### src/rtl/cp0_compare_timer_pkg.sv
// Shared constants and helpers for the CP0 Compare / timer-interrupt block.
package cp0_compare_timer_pkg;

  // CP0 address of the Compare register.
  localparam logic [5:0]  CP0ADDR_COMPARE = 6'd11;
  // Compare value loaded at reset.
  localparam logic [31:0] COMPARE_INI     = 32'h0000_0000;
  // Bit positions of the timer flag inside the Cause register.
  localparam int          CAUSE_TI_BIT    = 30;
  localparam int          CAUSE_IP7_BIT   = 15;

  // A pending timer interrupt reaches the core only when interrupts are
  // globally enabled, the core is not already in exception level, and
  // hardware interrupt line 7 is unmasked.
  function automatic logic timer_irq_qual(input logic ti, input logic ie,
                                          input logic exl, input logic im7);
    return ti & ie & ~exl & im7;
  endfunction

endpackage

### src/rtl/cp0_compare_timer_if.sv
// Signal bundle between the CP0 top level and the Compare/timer block.
// There is no handshake on this bus: mtc0_we is a single-cycle write
// strobe that is acted on at the edge where it is sampled high, and every
// other input is a level that is sampled at each rising clock edge.
interface cp0_compare_timer_if;
  logic        mtc0_we;
  logic [5:0]  cp0_addr;
  logic [31:0] mtc0_data;
  logic [31:0] count_data;
  logic        status_ie;
  logic        status_exl;
  logic        status_im7;
  logic [31:0] compare_data;
  logic        cause_ti;
  logic        timer_irq;

  // CP0 top level / pipeline side.
  modport master (
    output mtc0_we, cp0_addr, mtc0_data, count_data,
           status_ie, status_exl, status_im7,
    input  compare_data, cause_ti, timer_irq
  );

  // Compare/timer block side.
  modport slave (
    input  mtc0_we, cp0_addr, mtc0_data, count_data,
           status_ie, status_exl, status_im7,
    output compare_data, cause_ti, timer_irq
  );
endinterface

### src/rtl/cp0_compare_timer.sv
// CP0 Compare register and timer-interrupt source. Watches Count and sets
// Cause.TI when Count changes to a value equal to Compare; TI is sticky
// until Compare is written. timer_irq is a registered, Status-qualified
// copy of TI.
module cp0_compare_timer
  import cp0_compare_timer_pkg::*;
#(
  parameter logic [31:0] COMPARE_INI_P  = COMPARE_INI,
  parameter logic [5:0]  ADDR_COMPARE_P = CP0ADDR_COMPARE
) (
  input logic                    clk,
  input logic                    rst_n,
  cp0_compare_timer_if.slave     bus
);

  logic [31:0] compare_q;
  logic [31:0] count_prev_q;
  logic        ti_q;
  logic        irq_q;

  logic compare_we;
  logic count_changed;
  logic match;

  // Compare write decode, Count change detect and full-width match against
  // the registered Compare value.
  always_comb begin
    compare_we    = bus.mtc0_we && (bus.cp0_addr == ADDR_COMPARE_P);
    count_changed = (bus.count_data != count_prev_q);
    match         = count_changed && (bus.count_data == compare_q);
  end

  // State update. A Compare write beats a coincident match, so writing
  // Compare always leaves TI clear. count_prev is loaded from Count even in
  // reset so that no spurious change is seen on the first active cycle.
  always_ff @(posedge clk) begin
    if (!rst_n) begin
      compare_q    <= COMPARE_INI_P;
      count_prev_q <= bus.count_data;
      ti_q         <= 1'b0;
      irq_q        <= 1'b0;
    end else begin
      count_prev_q <= bus.count_data;
      if (compare_we) begin
        compare_q <= bus.mtc0_data;
        ti_q      <= 1'b0;
      end else if (match) begin
        ti_q      <= 1'b1;
      end
      irq_q <= timer_irq_qual(ti_q, bus.status_ie, bus.status_exl, bus.status_im7);
    end
  end

  // Register outputs straight to the bus.
  always_comb begin
    bus.compare_data = compare_q;
    bus.cause_ti     = ti_q;
    bus.timer_irq    = irq_q;
  end

endmodule

### src/flat_wrapper.sv
// flat-port wrapper written by rule: the top's interface ports become plain ports
module cp0_compare_timer_flat import cp0_compare_timer_pkg::*;
#(
  parameter logic [31:0] COMPARE_INI_P  = COMPARE_INI,
  parameter logic [5:0]  ADDR_COMPARE_P = CP0ADDR_COMPARE
)
  (clk, rst_n, bus_mtc0_we, bus_cp0_addr, bus_mtc0_data, bus_count_data, bus_status_ie, bus_status_exl, bus_status_im7, bus_compare_data, bus_cause_ti, bus_timer_irq);
  cp0_compare_timer_if bus_i ();
  input logic clk;
  input logic rst_n;
  input wire logic [$bits(bus_i.mtc0_we)-1:0] bus_mtc0_we;
  input wire logic [$bits(bus_i.cp0_addr)-1:0] bus_cp0_addr;
  input wire logic [$bits(bus_i.mtc0_data)-1:0] bus_mtc0_data;
  input wire logic [$bits(bus_i.count_data)-1:0] bus_count_data;
  input wire logic [$bits(bus_i.status_ie)-1:0] bus_status_ie;
  input wire logic [$bits(bus_i.status_exl)-1:0] bus_status_exl;
  input wire logic [$bits(bus_i.status_im7)-1:0] bus_status_im7;
  output wire logic [$bits(bus_i.compare_data)-1:0] bus_compare_data;
  output wire logic [$bits(bus_i.cause_ti)-1:0] bus_cause_ti;
  output wire logic [$bits(bus_i.timer_irq)-1:0] bus_timer_irq;
  assign bus_i.mtc0_we = bus_mtc0_we;
  assign bus_i.cp0_addr = bus_cp0_addr;
  assign bus_i.mtc0_data = bus_mtc0_data;
  assign bus_i.count_data = bus_count_data;
  assign bus_i.status_ie = bus_status_ie;
  assign bus_i.status_exl = bus_status_exl;
  assign bus_i.status_im7 = bus_status_im7;
  assign bus_compare_data = bus_i.compare_data;
  assign bus_cause_ti = bus_i.cause_ti;
  assign bus_timer_irq = bus_i.timer_irq;
  cp0_compare_timer #(.COMPARE_INI_P(COMPARE_INI_P), .ADDR_COMPARE_P(ADDR_COMPARE_P)) u_core (.clk(clk), .rst_n(rst_n), .bus(bus_i));
endmodule
### config.mk
export PLATFORM = sky130hd
export DESIGN_NAME = cp0_compare_timer_flat
export DESIGN_NICKNAME = d
export VERILOG_FILES = /design/src/rtl/cp0_compare_timer_pkg.sv /design/src/rtl/cp0_compare_timer_if.sv /design/src/rtl/cp0_compare_timer.sv /design/src/flat_wrapper.sv
export SDC_FILE = /design/constraint.sdc
export NUM_CORES = 1
export LEC_CHECK = 0
export ABC_AREA = 1
export BUFFER_PORTS_ARGS = -buffer_cell sky130_fd_sc_hd__buf_2
export CAP_MARGIN = 10
export CORE_MARGIN = 5
export CORE_UTILIZATION = 40
export DETAILED_ROUTE_END_ITERATION = 16
export GPL_ROUTABILITY_DRIVEN = 1
export GPL_TIMING_DRIVEN = 0
export PLACE_DENSITY = 0.67
export SYNTH_ARGS = -nofsm -noshare
export SYNTH_HDL_FRONTEND = slang
export SYNTH_SLANG_ARGS = --single-unit
export TNS_END_PERCENT = 10
### constraint.sdc
create_clock -name clk -period 3.2 [get_ports clk]
set_clock_uncertainty 0.2 [all_clocks]
set_input_delay 0.96 -clock clk [delete_from_list [all_inputs] [get_ports clk]]
set_output_delay 0.96 -clock clk [all_outputs]
set_load 0.02 [all_outputs]
## Yosys cells after proc, flatten, opt, wreduce, memory -nomap -nowiden

Index checks and enable logic that the tools add are counted.

- Memories kept: 0
- Register bits: 66
- Bits in latches: 0
- ROM bits: 0
- Input port bits: 76
- Memory bits (writable): 0

- Reductions and logical operators: 3
- Divide/modulo/power cells: 0
- $mul: 0
- Multiplexer cells: 0
- $lt $le $gt $ge: 0
- Bitwise logic cells: 5
- $add $sub $neg: 0
- Shifts and indexed selects: 0
- Eq/ne operators: 3

Operators with widths:

| cell | number |
|---|---|
| $eq A32 B32 Y1 | 1 |
| $ne A32 B32 Y1 | 1 |
| $eq A6 B4 Y1 const B | 1 |
| $and A1 B1 Y1 | 3 |
| $logic_and A1 B1 Y1 | 2 |
| $not A1 Y1 | 2 |
| $reduce_or A2 Y1 | 1 |

## Logic depth before layout (Yosys ltp)

- Word-level depth: 3
- Mapped depth: 10
- Depth with buffers taken out: 10

## Worst setup path after synthesis

OpenSTA, ideal clock, no wires.

- Path kind: input to register
- Start: in bus_cp0_addr[5]
- End: reg u_core.compare_q[10], in the netlist u_core.bus.compare_data[10]
- Data arrival time: 1.711 ns
- Path slack: 1.170 ns
- Stages: 5
- Cells stage by stage: nor4_1 nand2_1 clkbuf_1 o21ai_0 a21oi_1

- Word-level cells in the longest chain between the ends: 2

RTL lines:

| what | line | source |
|---|---|---|
| from (decl) | flat_wrapper.sv:12 | `input wire logic [$bits(bus_i.cp0_addr)-1:0] bus_cp0_addr;` |
| $eq A6 B4 Y1 | cp0_compare_timer.sv:28 | `compare_we = bus.mtc0_we && (bus.cp0_addr == ADDR_COMPARE_P);` |
| $logic_and A1 B1 Y1 | cp0_compare_timer.sv:28 |  |
| to (signal assigned) | cp0_compare_timer.sv:45 | `compare_q <= bus.mtc0_data;` |
| to (decl) | cp0_compare_timer.sv:16 | `logic [31:0] compare_q;` |

Every way passes these cells.
A chain may end at the register's enable or synchronous reset.

## Final worst setup path

- Start: reg u_core.compare_q[28], in the netlist u_core.bus.compare_data[28]
- End: out bus_compare_data[28]

RTL lines:

| what | line | source |
|---|---|---|
| to (decl) | flat_wrapper.sv:18 | `output wire logic [$bits(bus_i.compare_data)-1:0] bus_compare_data;` |

No word-level cell between the ends.

==> results.ini <==
[place]
place.gp.congestion=0.784
hpwl_mm=5.52
place_inst=610
io_buffers=109

[critical_path]
worst-path-max-fanout=3
slowest_delay_ns=0.38
critical_path_class=reg -> out
crit_buf_inv=1
crit_slowest_cell=dfxtp_1
required_ns=2.04
path_cells=buf_2
start_kind=flop
cp.arrival_ns=0.89
critPathTopFamily=flip-flops
cp-end-kind=output port

[finish]
syn_to_final_growth_pct=31.0
fin_nets=601
instances_no_fill=625
seqCellArea_sq_um=1320
multiInputGateArea_sq_um=1250
drive_gt1_share_pct=24.0
n_antenna_cell=0
fillers=697

[grt]
grt_max_degree=11
top_usage_layer=met2
grt_pass1_vias=2606
overflow=0
use_met3_pct=4.94
grt_use_met2_pct=27.9
grt_use_total_pct=16.6
met1_usage_pct=19.6
grt_pass1_wl_mm=11.5
grt_antenna_before_repair=0

[detailed_routing]
drtPass1Iterations=4
final_antenna_net_count=0
vias=2679
drc=0
via_per_inst=4.29
drt-initial-drc-count=55
routed_wl_mm=7.08
wl_per_cell_um=11.3

[floorplanning]
start_util_pct=41.6
die_h_um=94.5
die_x_um=94.5
coreArea_sq_um=6870
dieArea_sq_um=8930
ioPinCount=110
rows=30

[sta]
slew_headroom_pct=67.0
fin_crit_sh_pct=64.1
rsz0062_at_grt=no
worst_pin_slew_ns=0.495
finalSetupViolCount=0
tns_ns=0
timing.final.hold_violations=0
fin_crit_ns=2.05
report.final.slew_viol_count=0
max_freq_mhz=487

[pwr]
power_switching_share_pct=21.8
power_leakage_nw=1.91
powerDensity_nw_per_um2=483
comb_power_share_pct=9.6
p_sw_uw=394
seqPwrFrac_pct=47.5
vdd_drop_max_mv=0.236
p_int_mw=1.41
pwr-share-clk_pct=42.9

[worst_hold_path]
min_path_type=reg -> reg

[clock_network]
clkTransAtPathRegs_ns=0.07
clk_path_buf_depth=2
h-tree-depth=3
cts_tree=yes
numCtsBuffers=9
root_buffer=clkbuf_8
post_cts_resized=0
cts.sinks=66
clock_latency_ns=0.33
postCtsSetupBuffers=0
cts_hold_buf=0

[yosys]
synth_cell_types=16
netlist_instances=405
netlist_area_sq_um=2860
syn_avg_cell_area_sq_um=7.05
ys_seq_elements=66
yosysWarnings=0
ys_seq_area_share_pct=46.3
synth_fp_nets=481

[run_status]
status=completed

[flow_run]
max-cap-violations=0

## final timing paths
check / to / cells after the start / startpoint / slack [ns]
hold reg to reg: u_core.bus.compare_data[14]$_SDFFE_PN0P_ / 2 / u_core.bus.compare_data[14]$_SDFFE_PN0P_ / 0.28
setup reg to reg: u_core.bus.cause_ti$_SDFFE_PP0P_ / 10 / u_core.bus.compare_data[23]$_SDFFE_PN0P_ / 1.77
hold / removal: u_core.bus.compare_data[14]$_SDFFE_PN0P_ / 2 / u_core.bus.compare_data[14]$_SDFFE_PN0P_ / 0.28
setup / recovery: bus_compare_data[28] / 1 / u_core.bus.compare_data[28]$_SDFFE_PN0P_ / 1.15
## layout by cell type (no fill, tap or decap), drive strengths merged
cell,instances
a21oi,26
xnor2,26
nor4,1
clkbuf,17
nor2,45
o21ai,32
nor3,1
buf,114
nand2,129
xor2,7
inv,62
and3,1
bufinv,2
dfxtp,66
## stage by stage
step	power (mW)	area, sq um	setup slack (ns)	util [%]	hold WS (ns)
after floorplan	0.971	2860	1.17	-	0.327
after global placement	1.05	3520	0.811	51.3	0.251
after detailed placement	1.05	3520	0.787	51.3	0.276
after CTS	1.83	3740	1.13	54.4	0.286
after global routing	1.89	3740	1.06	54.4	0.306
final	1.80	3740	1.15	54.4	0.285
## power by group through the flow
stage	sequential [mW]	clock [mW]	combinational (mW)
after floorplan	0.878	0	0.0923
after detailed placement	0.876	0	0.176
final	0.857	0.773	0.174
after global routing	0.859	0.833	0.201
after global placement	0.875	0	0.172
after CTS	0.857	0.792	0.177
## worst register-to-register path, cell delays in order (launching register included)
cell	delay [ns]
dfxtp_1	0.35
inv_1	0.06
nand2_1	0.05
nand2_1	0.05
nor2_1	0.11
nand2_1	0.07
nor2_1	0.13
nand2_1	0.08
nor2_1	0.10
nand2_1	0.05
a21oi_1	0.11
## layer usage
layer / vias to the layer above / share of wire [%]
li1: 1454 / -
met1: 1139 / 45
met2: 74 / 46
met3: 12 / 7.5
met4: 0 / 1.6
met5: - / 0
## cell type report
class,count,share of cell area (%)
clock inverters,2,1.61
repair buffers,109,14.6
clock buffers,13,4.25
multi-input cells,268,33.4
plain buffers,9,1.37
inverters,62,6.22
flip-flops and latches,66,35.3
well taps,96,3.21
## synth_stat cells
cell / instances / area, sq um
nand2_1: 129 / 484
dfxtp_1: 66 / 1320
inv_1: 61 / 229
nor2_1: 45 / 169
o21ai_0: 32 / 160
a21oi_1: 26 / 130
xnor2_1: 26 / 228
xor2_1: 7 / 61.3
clkbuf_1: 4 / 15.0
buf_2: 2 / 10.0
buf_6: 2 / 22.5
and3_1: 1 / 6.26
buf_1: 1 / 3.75
inv_2: 1 / 3.75
nor3_1: 1 / 5.00
nor4_1: 1 / 6.26
## sequential cells by signal (all words and copies together) (netlist names)
signal                   cells
u_core.bus.cause_ti          1
u_core.bus.compare_data     32
u_core.bus.timer_irq         1
u_core.count_prev_q         32
## logic make-up after synthesis
family                    count (synthesis)  synth area share (%)
DFF                                      66                  46.3
xor gates and xnor gates                 33                  10.1
buffers and inverters                    71                  9.95
and+or+nand+nor                         177                  23.5
AOI/OAI and AO/OA                        58                  10.2
No activity file was read; power rests on OpenSTA's default activity.
